File: src/rtl/seg_scan_if.sv
// Seven-segment scan bus plus the recovered-digit outputs of the scan decoder.
interface seg_scan_if;
    logic [7:0] seg_in;
    logic [1:0] seg_on_in;
    logic [3:0] tens;
    logic [3:0] ones;
    logic       valid;
    logic       update;
    logic       pat_err;
    logic       sel_err;
    logic       stale;

    modport master (
        output seg_in, seg_on_in,
        input  tens, ones, valid, update, pat_err, sel_err, stale
    );

    modport slave (
        input  seg_in, seg_on_in,
        output tens, ones, valid, update, pat_err, sel_err, stale
    );
endinterface

File: src/rtl/seg_scan_decoder.sv
// Recovers the two digits shown on a multiplexed seven-segment bus, with glitch
// filtering per digit and detection of a stalled scan.
module seg_scan_decoder #(
    parameter int SYNC_STAGES = 2,
    parameter int SEL_LAG     = 1,
    parameter int STABLE_CNT  = 2,
    parameter int TIMEOUT     = 200000
) (
    input logic      clk,
    input logic      rst,
    seg_scan_if.slave bus
);

    localparam int         TW        = $clog2(TIMEOUT + 1);
    localparam logic [3:0] CNT_MAX   = 4'(STABLE_CNT);
    localparam logic [TW-1:0] TIMER_MAX = TW'(TIMEOUT);

    logic [SYNC_STAGES-1:0][7:0] seg_sync_q, seg_sync_d;
    logic [SYNC_STAGES-1:0][1:0] sel_sync_q, sel_sync_d;
    logic [7:0]    seg_prev_q, seg_prev_d;
    logic [1:0]    sel_prev_q, sel_prev_d;
    logic [1:0][3:0] cand_q, cand_d;
    logic [1:0][3:0] cnt_q, cnt_d;
    logic [1:0][3:0] out_q, out_d;
    logic [1:0]    seen_q, seen_d;
    logic [TW-1:0] timer_q, timer_d;
    logic          stale_q, stale_d;
    logic          update_q, update_d;
    logic          pat_err_q, pat_err_d;
    logic          sel_err_q, sel_err_d;

    logic [7:0] s_seg;
    logic [1:0] s_sel;
    logic       slot_end;
    logic [7:0] seg_key;
    logic       dec_hit;
    logic [3:0] dec_val;
    logic       dig;

    assign s_seg    = seg_sync_q[SYNC_STAGES-1];
    assign s_sel    = sel_sync_q[SYNC_STAGES-1];
    assign slot_end = (s_sel != sel_prev_q);
    assign seg_key  = seg_prev_q & 8'hFE;

    always_comb begin
        seg_sync_d = {seg_sync_q[SYNC_STAGES-2:0], bus.seg_in};
        sel_sync_d = {sel_sync_q[SYNC_STAGES-2:0], bus.seg_on_in};
        seg_prev_d = s_seg;
        sel_prev_d = s_sel;
    end

    // Decimal point (bit 0) is masked off before lookup.
    always_comb begin
        dec_hit = 1'b1;
        dec_val = 4'h0;
        case (seg_key)
            8'hFC: dec_val = 4'h0;
            8'h60: dec_val = 4'h1;
            8'hDA: dec_val = 4'h2;
            8'hF2: dec_val = 4'h3;
            8'h66: dec_val = 4'h4;
            8'hB6: dec_val = 4'h5;
            8'hBE: dec_val = 4'h6;
            8'hE0: dec_val = 4'h7;
            8'hFE: dec_val = 4'h8;
            8'hF6: dec_val = 4'h9;
            8'hEE: dec_val = 4'hA;
            8'h3E: dec_val = 4'hB;
            8'h9C: dec_val = 4'hC;
            8'h7A: dec_val = 4'hD;
            8'h9E: dec_val = 4'hE;
            8'h8E: dec_val = 4'hF;
            default: dec_hit = 1'b0;
        endcase
    end

    // Digit index: 1 = tens, 0 = ones. With SEL_LAG the pattern trails the select by one digit.
    always_comb begin
        dig = 1'b0;
        if (sel_prev_q == 2'b10) dig = (SEL_LAG != 0) ? 1'b0 : 1'b1;
        if (sel_prev_q == 2'b01) dig = (SEL_LAG != 0) ? 1'b1 : 1'b0;
    end

    always_comb begin
        cand_d    = cand_q;
        cnt_d     = cnt_q;
        out_d     = out_q;
        seen_d    = seen_q;
        timer_d   = timer_q;
        stale_d   = stale_q;
        update_d  = 1'b0;
        pat_err_d = 1'b0;
        sel_err_d = 1'b0;
        if (slot_end) begin
            timer_d = '0;
            stale_d = 1'b0;
            if (sel_prev_q == 2'b10 || sel_prev_q == 2'b01) begin
                if (!dec_hit) begin
                    pat_err_d  = 1'b1;
                    cnt_d[dig] = 4'd0;
                end else begin
                    if (dec_val == cand_q[dig]) begin
                        if (cnt_q[dig] != CNT_MAX) cnt_d[dig] = cnt_q[dig] + 4'd1;
                    end else begin
                        cand_d[dig] = dec_val;
                        cnt_d[dig]  = 4'd1;
                    end
                    if (cnt_d[dig] == CNT_MAX) begin
                        seen_d[dig] = 1'b1;
                        out_d[dig]  = cand_d[dig];
                        update_d    = (cand_d[dig] != out_q[dig]);
                    end
                end
            end else begin
                sel_err_d = 1'b1;
            end
        end else begin
            if (timer_q != TIMER_MAX) timer_d = timer_q + 1'b1;
            // Stalled scan: forget acceptance so both digits must be re-confirmed.
            if (timer_d == TIMER_MAX) begin
                stale_d = 1'b1;
                seen_d  = '0;
                cnt_d   = '0;
            end
        end
    end

    always_ff @(posedge clk or posedge rst) begin
        if (rst) begin
            seg_sync_q <= '0;
            sel_sync_q <= '0;
            seg_prev_q <= '0;
            sel_prev_q <= '0;
            cand_q     <= '0;
            cnt_q      <= '0;
            out_q      <= '0;
            seen_q     <= '0;
            timer_q    <= '0;
            stale_q    <= 1'b0;
            update_q   <= 1'b0;
            pat_err_q  <= 1'b0;
            sel_err_q  <= 1'b0;
        end else begin
            seg_sync_q <= seg_sync_d;
            sel_sync_q <= sel_sync_d;
            seg_prev_q <= seg_prev_d;
            sel_prev_q <= sel_prev_d;
            cand_q     <= cand_d;
            cnt_q      <= cnt_d;
            out_q      <= out_d;
            seen_q     <= seen_d;
            timer_q    <= timer_d;
            stale_q    <= stale_d;
            update_q   <= update_d;
            pat_err_q  <= pat_err_d;
            sel_err_q  <= sel_err_d;
        end
    end

    assign bus.tens    = out_q[1];
    assign bus.ones    = out_q[0];
    assign bus.valid   = seen_q[1] & seen_q[0] & ~stale_q;
    assign bus.update  = update_q;
    assign bus.pat_err = pat_err_q;
    assign bus.sel_err = sel_err_q;
    assign bus.stale   = stale_q;

endmodule
File: src/flat_wrapper.sv
// flat-port wrapper written by rule: the top's interface ports become plain ports
module seg_scan_decoder_flat 
#(
    parameter int SYNC_STAGES = 2,
    parameter int SEL_LAG     = 1,
    parameter int STABLE_CNT  = 2,
    parameter int TIMEOUT     = 200000
)
  (clk, rst, bus_seg_in, bus_seg_on_in, bus_tens, bus_ones, bus_valid, bus_update, bus_pat_err, bus_sel_err, bus_stale);
  seg_scan_if bus_i ();
  input logic clk;
  input logic rst;
  input wire logic [$bits(bus_i.seg_in)-1:0] bus_seg_in;
  input wire logic [$bits(bus_i.seg_on_in)-1:0] bus_seg_on_in;
  output wire logic [$bits(bus_i.tens)-1:0] bus_tens;
  output wire logic [$bits(bus_i.ones)-1:0] bus_ones;
  output wire logic [$bits(bus_i.valid)-1:0] bus_valid;
  output wire logic [$bits(bus_i.update)-1:0] bus_update;
  output wire logic [$bits(bus_i.pat_err)-1:0] bus_pat_err;
  output wire logic [$bits(bus_i.sel_err)-1:0] bus_sel_err;
  output wire logic [$bits(bus_i.stale)-1:0] bus_stale;
  assign bus_i.seg_in = bus_seg_in;
  assign bus_i.seg_on_in = bus_seg_on_in;
  assign bus_tens = bus_i.tens;
  assign bus_ones = bus_i.ones;
  assign bus_valid = bus_i.valid;
  assign bus_update = bus_i.update;
  assign bus_pat_err = bus_i.pat_err;
  assign bus_sel_err = bus_i.sel_err;
  assign bus_stale = bus_i.stale;
  seg_scan_decoder #(.SYNC_STAGES(SYNC_STAGES), .SEL_LAG(SEL_LAG), .STABLE_CNT(STABLE_CNT), .TIMEOUT(TIMEOUT)) u_core (.clk(clk), .rst(rst), .bus(bus_i));
endmodule
File: config.mk
export PLATFORM = sky130hd
export DESIGN_NAME = seg_scan_decoder_flat
export DESIGN_NICKNAME = d
export VERILOG_FILES = /design/src/rtl/seg_scan_if.sv /design/src/rtl/seg_scan_decoder.sv /design/src/flat_wrapper.sv
export SDC_FILE = /design/constraint.sdc
export NUM_CORES = 1
export LEC_CHECK = 0
export ABC_AREA = 1
export CAP_MARGIN = 25
export CORE_MARGIN = 2
export CORE_UTILIZATION = 47
export DETAILED_ROUTE_END_ITERATION = 8
export PLACE_DENSITY = 0.64
export SYNTH_ARGS = -nofsm -noshare
export SYNTH_HDL_FRONTEND = slang
export SYNTH_SLANG_ARGS = --single-unit
File: constraint.sdc
create_clock -name clk -period 3.3 [get_ports clk]
set_input_delay 0.66 -clock clk [delete_from_list [all_inputs] [get_ports clk]]
set_output_delay 0.66 -clock clk [all_outputs]
set_load 0.02 [all_outputs]
==> results.py, run 1 <==
metrics = {
    "run_status": {
        "status": "finished, final reports clean",
    },
    "worst_hold_path": {
        "hold_path_end": "u_core.seg_prev_q[3]",
        "min_delay_path_depth": 0,
        "hp-start": "u_core.s_seg[3]",
        "min_path_type": "reg -> reg",
    },
    "timing": {
        "finalSetupViolCount": 0,
        "min_period_over_period": 0.8377,
        "finalClockSkew_ns": 0.01159,
        "maxSlewHeadroom": 0.5226,
        "tightestPinTransition_ns": 0.7151,
        "fmax_ghz": 0.3617,
        "slew_violations": 0,
        "setup_tns_ns": 0,
        "period_minus_slack_ns": 2.764,
        "hold_violations": 0,
        "rsz0062_at_grt": "false",
    },
    "worst_setup_path": {
        "start_kind": "flop",
        "r2r_end": "u_core.bus.ones[3]",
        "arrival_ns": 3.02,
        "worst_ep_required_time_ns": 3.56,
        "rrSetupSlack_ns": 0.54,
        "path_max_fanout": 9,
        "critPathKind": "reg -> reg",
        "end_kind": "flop",
        "reg2reg_depth": 14,
        "reg2reg_from": "u_core.sel_prev_q[0]",
    },
    "placement": {
        "io_buffers": 23,
        "placed_cell_area_um2": 4447,
        "place_hpwl_um": 5570,
        "place.gp.congestion": 0.9052,
        "dp_cells": 634,
    },
    "power_and_ir_drop": {
        "p_int_mw": 1.535,
        "clkPwrFrac": 0.338,
        "combPwrFrac": 0.208,
        "switching_share": 0.3290,
        "p_seq_frac": 0.454,
        "power.density_nw_per_um2": 490.6,
        "leakage_nw": 2.295,
        "ir_worst_vdd_uv": 250.3,
        "power.switching_mw": 0.7526,
    },
    "synthesis": {
        "synth_cell_type_count": 36,
        "synthesis.area_um2": 4080,
        "ys_seq_area_frac": 0.4600,
        "synth_nets": 527,
        "synth-compound-area-share": 0.07574,
        "synth_fa_ha_area_frac": 0.01533,
        "synth-simple-area-share": 0.3054,
        "ys_warn_count": 0,
        "ys_ff_latch": 75,
        "synth_top_family_by_area": "simple AND/OR/NAND/NOR gates",
        "postSynthCellCount": 510,
        "synth-edff-count": 0,
        "synth_mux_area_frac": 0.009813,
        "synthXorXnorAreaFrac": 0.05152,
        "synth-main-ff-cell": "dfrtp_1",
        "async_flop_share": 1.000,
        "syn_area_per_cell_um2": 8.000,
    },
    "finish": {
        "syn2layout_area_growth_pct": 14.29,
        "diodes": 0,
        "layout_commonest_cell": "nand2_1",
        "fin_area_um2": 4663,
        "drive_above_1_share": 0.1284,
        "final_core_util": 0.5619,
        "final-instance-count-excl-fill": 650,
        "fin_nets": 557,
        "final_cell_mix": "107 x nand2_1, 75 x dfrtp_1, 67 x inv_1, 58 x nor2_1, 27 x nand3_1",
    },
    "clock_network": {
        "cts_tree": "done",
        "clock_path_buffers": 2,
        "clkLatencyLatePin_ns": 0.36,
        "cts_setup_buffers": 0,
        "hold_buffers": 0,
        "cts_made_buffers": 9,
        "clockRootBuffer": "clkbuf_8",
        "ctsResizeCount": 0,
        "cts_sinks": 75,
        "htreeDepth": 3,
        "clk_pin_slew_worst_paths_ns": 0.09,
    },
    "routing": {
        "ant_nets": 0,
        "num_vias": 3265,
        "drt-vias-per-instance": 5.023,
        "drt_iter0_drc": 138,
        "drc_errors": 0,
        "finalWirelength_um": 7724,
        "detail_route.wl_per_cell_um": 11.88,
        "drt-pass1-iter-count": 4,
    },
    "floorplan": {
        "die_w_um": 97.17,
        "die-area_um2": 9442,
        "fp.dieH_um": 97.17,
        "core_um2": 8299,
        "start_util": 0.4916,
        "rows": 33,
        "io_pins": 25,
    },
    "grt": {
        "grt_max_degree": 42,
        "grt_pass1_vias": 3160,
        "antenna_found_initial": 0,
        "grt_pass1_wl_um": 14040,
        "gr-total-overflow": 0,
        "grtUsageTotal": 0.1811,
    },
    "run": {
        "cap_violations": 0,
    },
}
-- per-stage QoR --
stage | hold WS [ns] | setup slack, ns | power (mW)
final | 0.3503 | 0.5356 | 2.288
after global routing | 0.3678 | 0.1557 | 2.447
after CTS | 0.3552 | 0.5457 | 2.318
after detailed placement | 0.3364 | 0.5489 | 1.534
after global placement | 0.3316 | 0.5986 | 1.522
after floorplan | 0.3312 | 0.7300 | 1.408
-- state kept, by name (all words and copies together) (netlist names), 2 cells and up --
signal / count
u_core.cnt_q: 8
u_core.cand_q: 8
u_core.sel_prev_q: 2
u_core.s_sel: 2
u_core.s_seg: 7
u_core.sel_sync_d: 2
u_core.seen_q: 2
u_core.bus.ones: 4
u_core.bus.tens: 4
u_core.timer_q: 18
u_core.seg_sync_d: 7
u_core.seg_prev_q: 7
-- Yosys cell counts (2+ instances only) --
cell type | number | area [um2]
a21oi_1 | 15 | 75.07
o21ai_1 | 7 | 35.03
nor2_1 | 58 | 217.7
nand2_1 | 107 | 401.6
inv_1 | 68 | 255.2
nand2_2 | 18 | 112.6
nand4_1 | 18 | 112.6
o21ai_0 | 26 | 130.1
o22ai_1 | 3 | 18.77
dfrtp_1 | 75 | 1877
buf_2 | 6 | 30.03
xnor2_1 | 5 | 43.79
nor3_1 | 7 | 35.03
nor2_2 | 11 | 68.82
nand3b_1 | 3 | 22.52
ha_1 | 5 | 62.56
nand2_4 | 2 | 22.52
mux2i_1 | 4 | 40.04
nand3_4 | 2 | 35.03
inv_2 | 6 | 22.52
clkbuf_1 | 2 | 7.510
o211ai_1 | 3 | 22.52
nand3_1 | 27 | 135.1
nor2_4 | 2 | 22.52
xor2_1 | 19 | 166.4
-- area by class of cell --
type	instances	area (um2)
Fill cell	768	3636
Multi-Input combinational cell	350	1868
Sequential cell	75	1877
Clock buffer	9	123.9
Timing Repair Buffer	29	287.8
Clock inverter	7	92.59
Tap cell	105	131.4
Inverter	75	282.8
-- power by group through the flow --
stage | sequential (mW) | clock, mW | combinational (mW)
final | 1.04 | 0.773 | 0.475
after global routing | 1.05 | 0.844 | 0.552
after CTS | 1.04 | 0.799 | 0.479
after detailed placement | 1.06 | 0 | 0.476
after global placement | 1.05 | 0 | 0.467
after floorplan | 1.06 | 0 | 0.349
-- worst max path at each step --
stage | start | to | slack [ns] | cells after the start
detailed placement | u_core.sel_prev_q[1] | u_core.bus.ones[0] | 0.55 | 18
CTS | u_core.sel_prev_q[1] | u_core.bus.ones[1] | 0.55 | 18
floorplan | rst | u_core.bus.ones[0] | 0.73 | 1
finish | u_core.sel_prev_q[0] | u_core.bus.ones[3] | 0.54 | 14
global route | u_core.sel_prev_q[1] | u_core.bus.tens[1] | 0.16 | 19
global placement | u_core.sel_prev_q[1] | u_core.bus.ones[3] | 0.60 | 16
-- logic make-up (layout without fill, tap and decap cells) --
kind of cell / Yosys count / after routing
fa+ha+maj: 5 / 5
xor+xnor: 24 / 24
flops: 75 / 75
buf+inv: 85 / 120
simple gates: 260 / 260
mux: 4 / 4
compound gates: 57 / 57
-- critical path, stage by stage (launching register included) --
cell	delay (ns)
dfrtp_1	0.41
ha_1	0.34
o21ai_0	0.38
ha_1	0.23
nand3b_1	0.12
nand2_1	0.17
inv_1	0.10
a21oi_1	0.15
nand3_1	0.09
nand2_1	0.12
nand4_2	0.16
nand2_4	0.15
nand3_4	0.11
nand2_1	0.08
o21ai_1	0.06
-- metal layers --
| metal | vias to the layer above | wire length, um | track usage |
|---|---|---|---|
| li1 | 1680 | - | - |
| met1 | 1514 | 3689 | 0.2498 |
| met4 | 0 | 144 | 0.07584 |
| met3 | 12 | 315 | 0.03094 |
| met2 | 59 | 3575 | 0.2831 |
| met5 | - | 0 | 0 |
No activity file was read; power rests on OpenSTA's default activity.
==> run 2, diff against run 1 <==
--- a/config.mk
+++ b/config.mk
@@ -10,7 +10,7 @@
 export CORE_MARGIN = 2
 export CORE_UTILIZATION = 47
 export DETAILED_ROUTE_END_ITERATION = 8
-export PLACE_DENSITY = 0.64
+export PLACE_DENSITY = 0.67
 export SYNTH_ARGS = -nofsm -noshare
 export SYNTH_HDL_FRONTEND = slang
 export SYNTH_SLANG_ARGS = --single-unit
==> constraint.sdc (replaced) <==
create_clock -name clk -period 2.3 [get_ports clk]
set_input_delay 0.46 -clock clk [delete_from_list [all_inputs] [get_ports clk]]
set_output_delay 0.46 -clock clk [all_outputs]
set_load 0.02 [all_outputs]
==> run 2 against run 1 <==
Critical path depth is 1 higher. Critical path type unchanged. Clock power is 49% higher. Register-to-register slack worse by 0.76 ns. Critical endpoint is now u_core.bus.tens[2]. Non-clock buffer count is 59 higher. Largest power group unchanged. Cell count up 9.2%. The run now ends with negative setup slack left. Largest cell class is now multi-input gates.
==> results.py, run 2 (synthesized netlist as in run 1, its figures left out) <==
metrics = {
    "run_status": {
        "status": "finished, violations left",
        "violations": "negative setup slack",
    },
    "worst_hold_path": {
        "min_path_type": "reg -> reg",
    },
    "worst_setup_path": {
        "worst_setup_path_startpoint": "u_core.sel_prev_q[0]",
        "cp_slowest_cell": "dfrtp_1",
        "start_kind": "flop",
        "cp_cell_sequence": "ha_4 > nand2_1 > o21ai_4 > buf_4 > ha_1 > xnor2_2 > nor2_1 > nand3_1 > nand2_1 > nor2_2 > nand2_2 > nand2_4 > nand3_4 > nand2_2 > o21ai_1",
        "r2r_end": "u_core.bus.tens[2]",
        "reg2reg_depth": 15,
        "rrSetupSlack_ns": -0.22,
        "critPathKind": "reg -> reg",
        "end_kind": "flop",
        "crit_end": "u_core.bus.tens[2]",
        "path_max_fanout": 8,
        "max_stage_delay_ns": 0.42,
        "worst_ep_required_time_ns": 2.53,
        "reg2reg_from": "u_core.sel_prev_q[0]",
        "arrival_ns": 2.76,
    },
    "timing": {
        "maxSlewHeadroom": 0.6132,
        "slew_violations": 0,
        "min_period_over_period": 1.098,
        "tightestPinTransition_ns": 0.5788,
        "hold-worst-slack_ns": 0.3505,
        "setup_slack_ns": -0.2246,
        "hold_violations": 0,
        "period_minus_slack_ns": 2.525,
        "finalSetupViolCount": 14,
        "fmax_ghz": 0.3961,
        "rsz0062_at_grt": "true",
        "finalClockSkew_ns": 0.009358,
    },
    "power_and_ir_drop": {
        "ir_worst_vdd_uv": 408.8,
        "power.density_nw_per_um2": 674.0,
        "leakage_nw": 2.631,
    },
    "clock_network": {
        "hold_buffers": 0,
        "cts_sinks": 75,
        "clkLatencyLatePin_ns": 0.35,
        "clockRootBuffer": "clkbuf_8",
        "clk_pin_slew_worst_paths_ns": 0.07,
        "cts_made_buffers": 9,
        "clock_path_buffers": 2,
        "htreeDepth": 3,
        "cts_tree": "done",
    },
    "grt": {
        "antenna_found_initial": 0,
        "gr-total-overflow": 0,
        "grt_pass1_vias": 3417,
        "grt_max_degree": 76,
        "grtUsageTotal": 0.1969,
        "grt_pass1_wl_um": 15350,
    },
    "routing": {
        "drt-pass1-iter-count": 4,
        "drt_iter0_drc": 212,
        "ant_nets": 0,
        "finalWirelength_um": 9380,
        "drc_errors": 0,
        "num_vias": 3627,
        "detail_route.wl_per_cell_um": 13.21,
        "drt-vias-per-instance": 5.108,
    },
    "placement": {
        "dp_slack_ns": -0.3525,
        "place.gp.congestion": 0.8513,
        "io_buffers": 23,
        "place_hpwl_um": 5905,
    },
    "finish": {
        "syn2layout_area_growth_pct": 34.13,
        "largest_register": "u_core.timer_q",
        "drive_above_1_share": 0.3190,
        "fin_nets": 617,
        "final_cell_mix": "93 x nand2_1, 69 x dfrtp_1, 60 x inv_1, 57 x buf_4, 50 x nor2_1",
        "n_fill_cell": 688,
        "diodes": 0,
        "layout_commonest_cell": "nand2_1",
        "largest_reg_flops": 18,
        "largestRegisters": "u_core.timer_q (18), u_core.cand_q (8), u_core.cnt_q (8)",
    },
    "floorplan": {
        "die-area_um2": 9442,
        "core_um2": 8299,
        "io_pins": 25,
        "die_w_um": 97.17,
        "fp.dieH_um": 97.17,
        "start_util": 0.4916,
        "rows": 33,
    },
    "run": {
        "cap_violations": 0,
    },
}
## run 2: changes by cell type in the layout (fill, tap and decap cells not counted), sizes merged, moves of 2 or more
cell,before,now
buf,6,65
clkbuf,9,12
clkinvlp,0,2
inv,79,74
## run 2: layout make-up
| class | count | area, um2 | share of cell area |
|---|---|---|---|
| Multi-Input combinational cell | 351 | 2167 | 0.3960 |
| Sequential cell | 75 | 1884 | 0.3443 |
| Timing Repair Buffer | 88 | 774.5 | 0.1415 |
| Inverter | 75 | 287.8 | 0.05258 |
| Clock buffer | 12 | 155.1 | 0.02835 |
| Tap cell | 105 | 131.4 | 0.02401 |
| Clock inverter | 4 | 72.57 | 0.01326 |
## run 2: through the flow
step / total power, mW / cell area [um2] / TNS, ns / util / std cells
after floorplan: 2.024 / 4090 / 0 / - / 510
after global placement: 2.295 / 4762 / -4.551 / 0.5738 / 675
after detailed placement: 2.313 / 4762 / -5.307 / 0.5738 / 675
after CTS: 3.568 / 5201 / -0.8522 / 0.6267 / 700
after global routing: 3.907 / 5473 / -5.615 / 0.6594 / 710
final: 3.688 / 5473 / -2.291 / 0.6594 / 710
## run 2: layer usage
metal	part of all wire	track usage
met5	0	0
met4	0.019	0.06392
met3	0.041	0.04029
met2	0.51	0.3349
met1	0.43	0.2516
## run 2: worst min path at each step
stage                                      from                   end  slack, ns  cells past startpoint
final                           u_core.s_seg[7]  u_core.seg_prev_q[7]       0.35                      0
after global routing            u_core.s_seg[7]  u_core.seg_prev_q[7]       0.36                      0
after floorplan            u_core.seg_sync_d[9]       u_core.s_seg[1]       0.33                      0
after CTS                       u_core.s_seg[1]  u_core.seg_prev_q[1]       0.35                      0
after global placement    u_core.seg_sync_d[14]       u_core.s_seg[6]       0.33                      0
after detailed placement   u_core.sel_sync_d[3]       u_core.s_sel[1]       0.34                      0
## run 2: what timing repair did
item | 4_1_cts | 5_1_grt
pin swaps | 20 | 28
gates resized for setup | 42 | 57
setup endpoints to repair | 27 | 25
setup buffers | 10 | 10
gates cloned | 0 | 1
## run 2: report_power, final
part           total, mW  internal, mW  switching (mW)  leakage, nW
combinational       1.03         0.441           0.591         1.56
clock               1.15         0.669           0.482        0.113
sequential          1.51          1.43          0.0736        0.961
## run 2: worst max-delay path: cells and delay by family, from the launching register on
| family | cells | cell delay, ns |
|---|---|---|
| XOR/XNOR | 1 | 0.24 |
| flip-flops | 1 | 0.42 |
| adder cells (fa/ha/maj) | 2 | 0.43 |
| AO/OA/AOI/OAI | 2 | 0.15 |
| buffers and inverters | 1 | 0.15 |
| AND/OR/NAND/NOR | 9 | 1.03 |
==> run 3, diff against run 2 <==
--- a/config.mk
+++ b/config.mk
@@ -11,6 +11,7 @@
 export CORE_UTILIZATION = 47
 export DETAILED_ROUTE_END_ITERATION = 8
 export PLACE_DENSITY = 0.67
+export REMOVE_ABC_BUFFERS = 1
 export SYNTH_ARGS = -nofsm -noshare
 export SYNTH_HDL_FRONTEND = slang
 export SYNTH_SLANG_ARGS = --single-unit
==> run 3 against run 2 <==
The run still ends with negative setup slack left. Clock skew increased by 0.0024 ns. Sequential share of layout area increased by 0.066 points. Cell count increased by 0.42%. Die area unchanged. Wire length decreased by 2.5%. Worst setup slack got worse by 0.011 ns. Critical path depth increased by 1. Maximum frequency decreased by 0.45%. Largest cell class unchanged.
==> results.py, run 3 (synthesized netlist as in run 1, its figures left out) <==
metrics = {
    "run_status": {
        "status": "finished, violations left",
        "violations": "negative setup slack",
    },
    "floorplan": {
        "io_pins": 25,
        "core_um2": 8299,
        "fp.dieH_um": 97.17,
        "die_w_um": 97.17,
        "die-area_um2": 9442,
        "start_util": 0.4916,
        "rows": 33,
    },
    "placement": {
        "dp_slack_ns": -0.3084,
        "place.gp.congestion": 0.9206,
        "io_buffers": 23,
        "place_hpwl_um": 5902,
    },
    "worst_hold_path": {
        "min_path_type": "reg -> reg",
    },
    "worst_setup_path": {
        "cp_slowest_cell": "dfrtp_1",
        "start_kind": "flop",
        "max_stage_delay_ns": 0.42,
        "path_max_fanout": 8,
        "cp_num_buf_inv": 3,
        "arrival_ns": 2.77,
        "cp_cell_sequence": "ha_4 > buf_6 > buf_4 > nand2_2 > o21ai_2 > nand3b_1 > nand2_2 > inv_2 > a21oi_1 > nand3_1 > nand2_2 > nand4_4 > nand2_4 > nand3_4 > nand2_2 > o21ai_2",
        "critPathKind": "reg -> reg",
        "end_kind": "flop",
        "rrSetupSlack_ns": -0.24,
        "worst_ep_required_time_ns": 2.54,
        "cp_top_family": "simple AND/OR/NAND/NOR gates",
        "path_common_cell": "nand2_2",
    },
    "routing": {
        "num_vias": 3565,
        "finalWirelength_um": 9146,
        "drt-pass1-iter-count": 4,
        "drc_errors": 0,
        "drt_iter0_drc": 119,
        "drt-vias-per-instance": 5.000,
        "ant_nets": 0,
        "detail_route.wl_per_cell_um": 12.83,
    },
    "timing": {
        "period_minus_slack_ns": 2.536,
        "fmax_ghz": 0.3943,
        "finalSetupViolCount": 14,
        "min_period_over_period": 1.103,
        "setup_tns_ns": -2.294,
        "maxSlewHeadroom": 0.6125,
        "finalClockSkew_ns": 0.01177,
        "rsz0062_at_grt": "true",
        "hold_violations": 0,
        "setup_slack_ns": -0.2360,
        "slew_violations": 0,
        "tightestPinTransition_ns": 0.5799,
    },
    "finish": {
        "largestRegisters": "u_core.timer_q (18), u_core.cand_q (8), u_core.cnt_q (8)",
        "fin_nets": 620,
        "diodes": 0,
        "syn2layout_area_growth_pct": 33.52,
        "largest_register": "u_core.timer_q",
        "final_cell_mix": "90 x nand2_1, 73 x dfrtp_1, 63 x buf_4, 62 x inv_1, 50 x nor2_1",
        "layout_commonest_cell": "nand2_1",
        "drive_above_1_share": 0.3174,
        "n_fill_cell": 668,
        "largest_reg_flops": 18,
    },
    "clock_network": {
        "hold_buffers": 0,
        "clk_pin_slew_worst_paths_ns": 0.09,
        "cts_tree": "done",
        "cts_made_buffers": 9,
        "cts_sinks": 75,
        "htreeDepth": 3,
        "clockRootBuffer": "clkbuf_8",
        "clkLatencyLatePin_ns": 0.35,
        "clock_path_buffers": 2,
    },
    "power_and_ir_drop": {
        "p_int_mw": 2.399,
        "switching_share": 0.3327,
        "combPwrFrac": 0.284,
        "clkPwrFrac": 0.297,
        "ir_worst_vdd_uv": 469.0,
        "power.density_nw_per_um2": 660.0,
        "p_seq_frac": 0.419,
        "power.switching_mw": 1.196,
        "fin_total_pwr_mw": 3.595,
        "leakage_nw": 2.634,
    },
    "grt": {
        "grt_max_degree": 48,
        "antenna_found_initial": 0,
        "grtUsageTotal": 0.1968,
        "grt_pass1_wl_um": 15370,
        "gr-total-overflow": 0,
        "grt_pass1_vias": 3488,
    },
    "run": {
        "cap_violations": 0,
    },
}
==> run 3: changes by cell type in the layout (fill, tap and decap cells not counted), sizes merged <==
cell / change
bufinv: -1
clkinv: +1
bufbuf: +1
clkbuf: -3
inv: +4
clkinvlp: -1
buf: +3
nand2: -1
==> run 3: repair_timing <==
item	in CTS	in global routing
setup buffers	12	4
hold endpoints to repair	0	0
gates cloned	1	0
gates resized for setup	46	45
pin swaps	22	18
setup endpoints to repair	26	24
==> run 3: final timing paths <==
check | start | end | depth (start not counted)
min in group asynchronous | rst | u_core.s_seg[7] | 3
hold / removal | u_core.s_seg[1] | u_core.seg_prev_q[1] | 0
hold reg to reg | u_core.s_seg[1] | u_core.seg_prev_q[1] | 0
setup / recovery | u_core.sel_prev_q[0] | u_core.bus.ones[2] | 16
max in group asynchronous | rst | u_core.timer_q[2] | 3
setup reg to reg | u_core.sel_prev_q[0] | u_core.bus.ones[2] | 16
==> run 3: layout make-up <==
type | instances | area (um2) | area share
Clock buffer | 9 | 123.9 | 0.02274
Clock inverter | 7 | 80.08 | 0.01470
Inverter | 75 | 282.8 | 0.05191
Multi-Input combinational cell | 350 | 2150 | 0.3946
Sequential cell | 75 | 1879 | 0.3450
Tap cell | 105 | 131.4 | 0.02412
Timing Repair Buffer | 92 | 800.8 | 0.1470
==> run 3: power by group through the flow <==
stage / clock network, mW / logic, mW / registers [mW]
finish: 1.07 / 1.02 / 1.51
detailed placement: 0 / 0.807 / 1.52
floorplan: 0 / 0.487 / 1.52
CTS: 1.09 / 0.948 / 1.50
global route: 1.15 / 1.13 / 1.52
global placement: 0 / 0.797 / 1.51
==> run 3: through the flow <==
step | util | instance area (um2) | hold slack, ns | cells
global placement | 0.5774 | 4792 | 0.3315 | 680
CTS | 0.6355 | 5274 | 0.3503 | 709
finish | 0.6564 | 5448 | 0.3442 | 713
detailed placement | 0.5774 | 4792 | 0.3347 | 680
floorplan | - | 4028 | 0.3312 | 500
global route | 0.6564 | 5448 | 0.3554 | 713
==> run 3: worst reg2reg max path: cells and delay by family (launching register included) <==
family | cells | cell delay [ns]
compound gates | 3 | 0.26
fa+ha+maj | 1 | 0.19
buf+inv | 3 | 0.36
flops | 1 | 0.42
simple gates | 9 | 1.19
==> run 3: per-layer routing <==
metal | up-vias | track usage | share of wire
li1 | 1802 | - | -
met1 | 1666 | 0.2427 | 0.44
met2 | 77 | 0.3381 | 0.50
met5 | - | 0 | 0
met3 | 20 | 0.04604 | 0.037
met4 | 0 | 0.06934 | 0.020
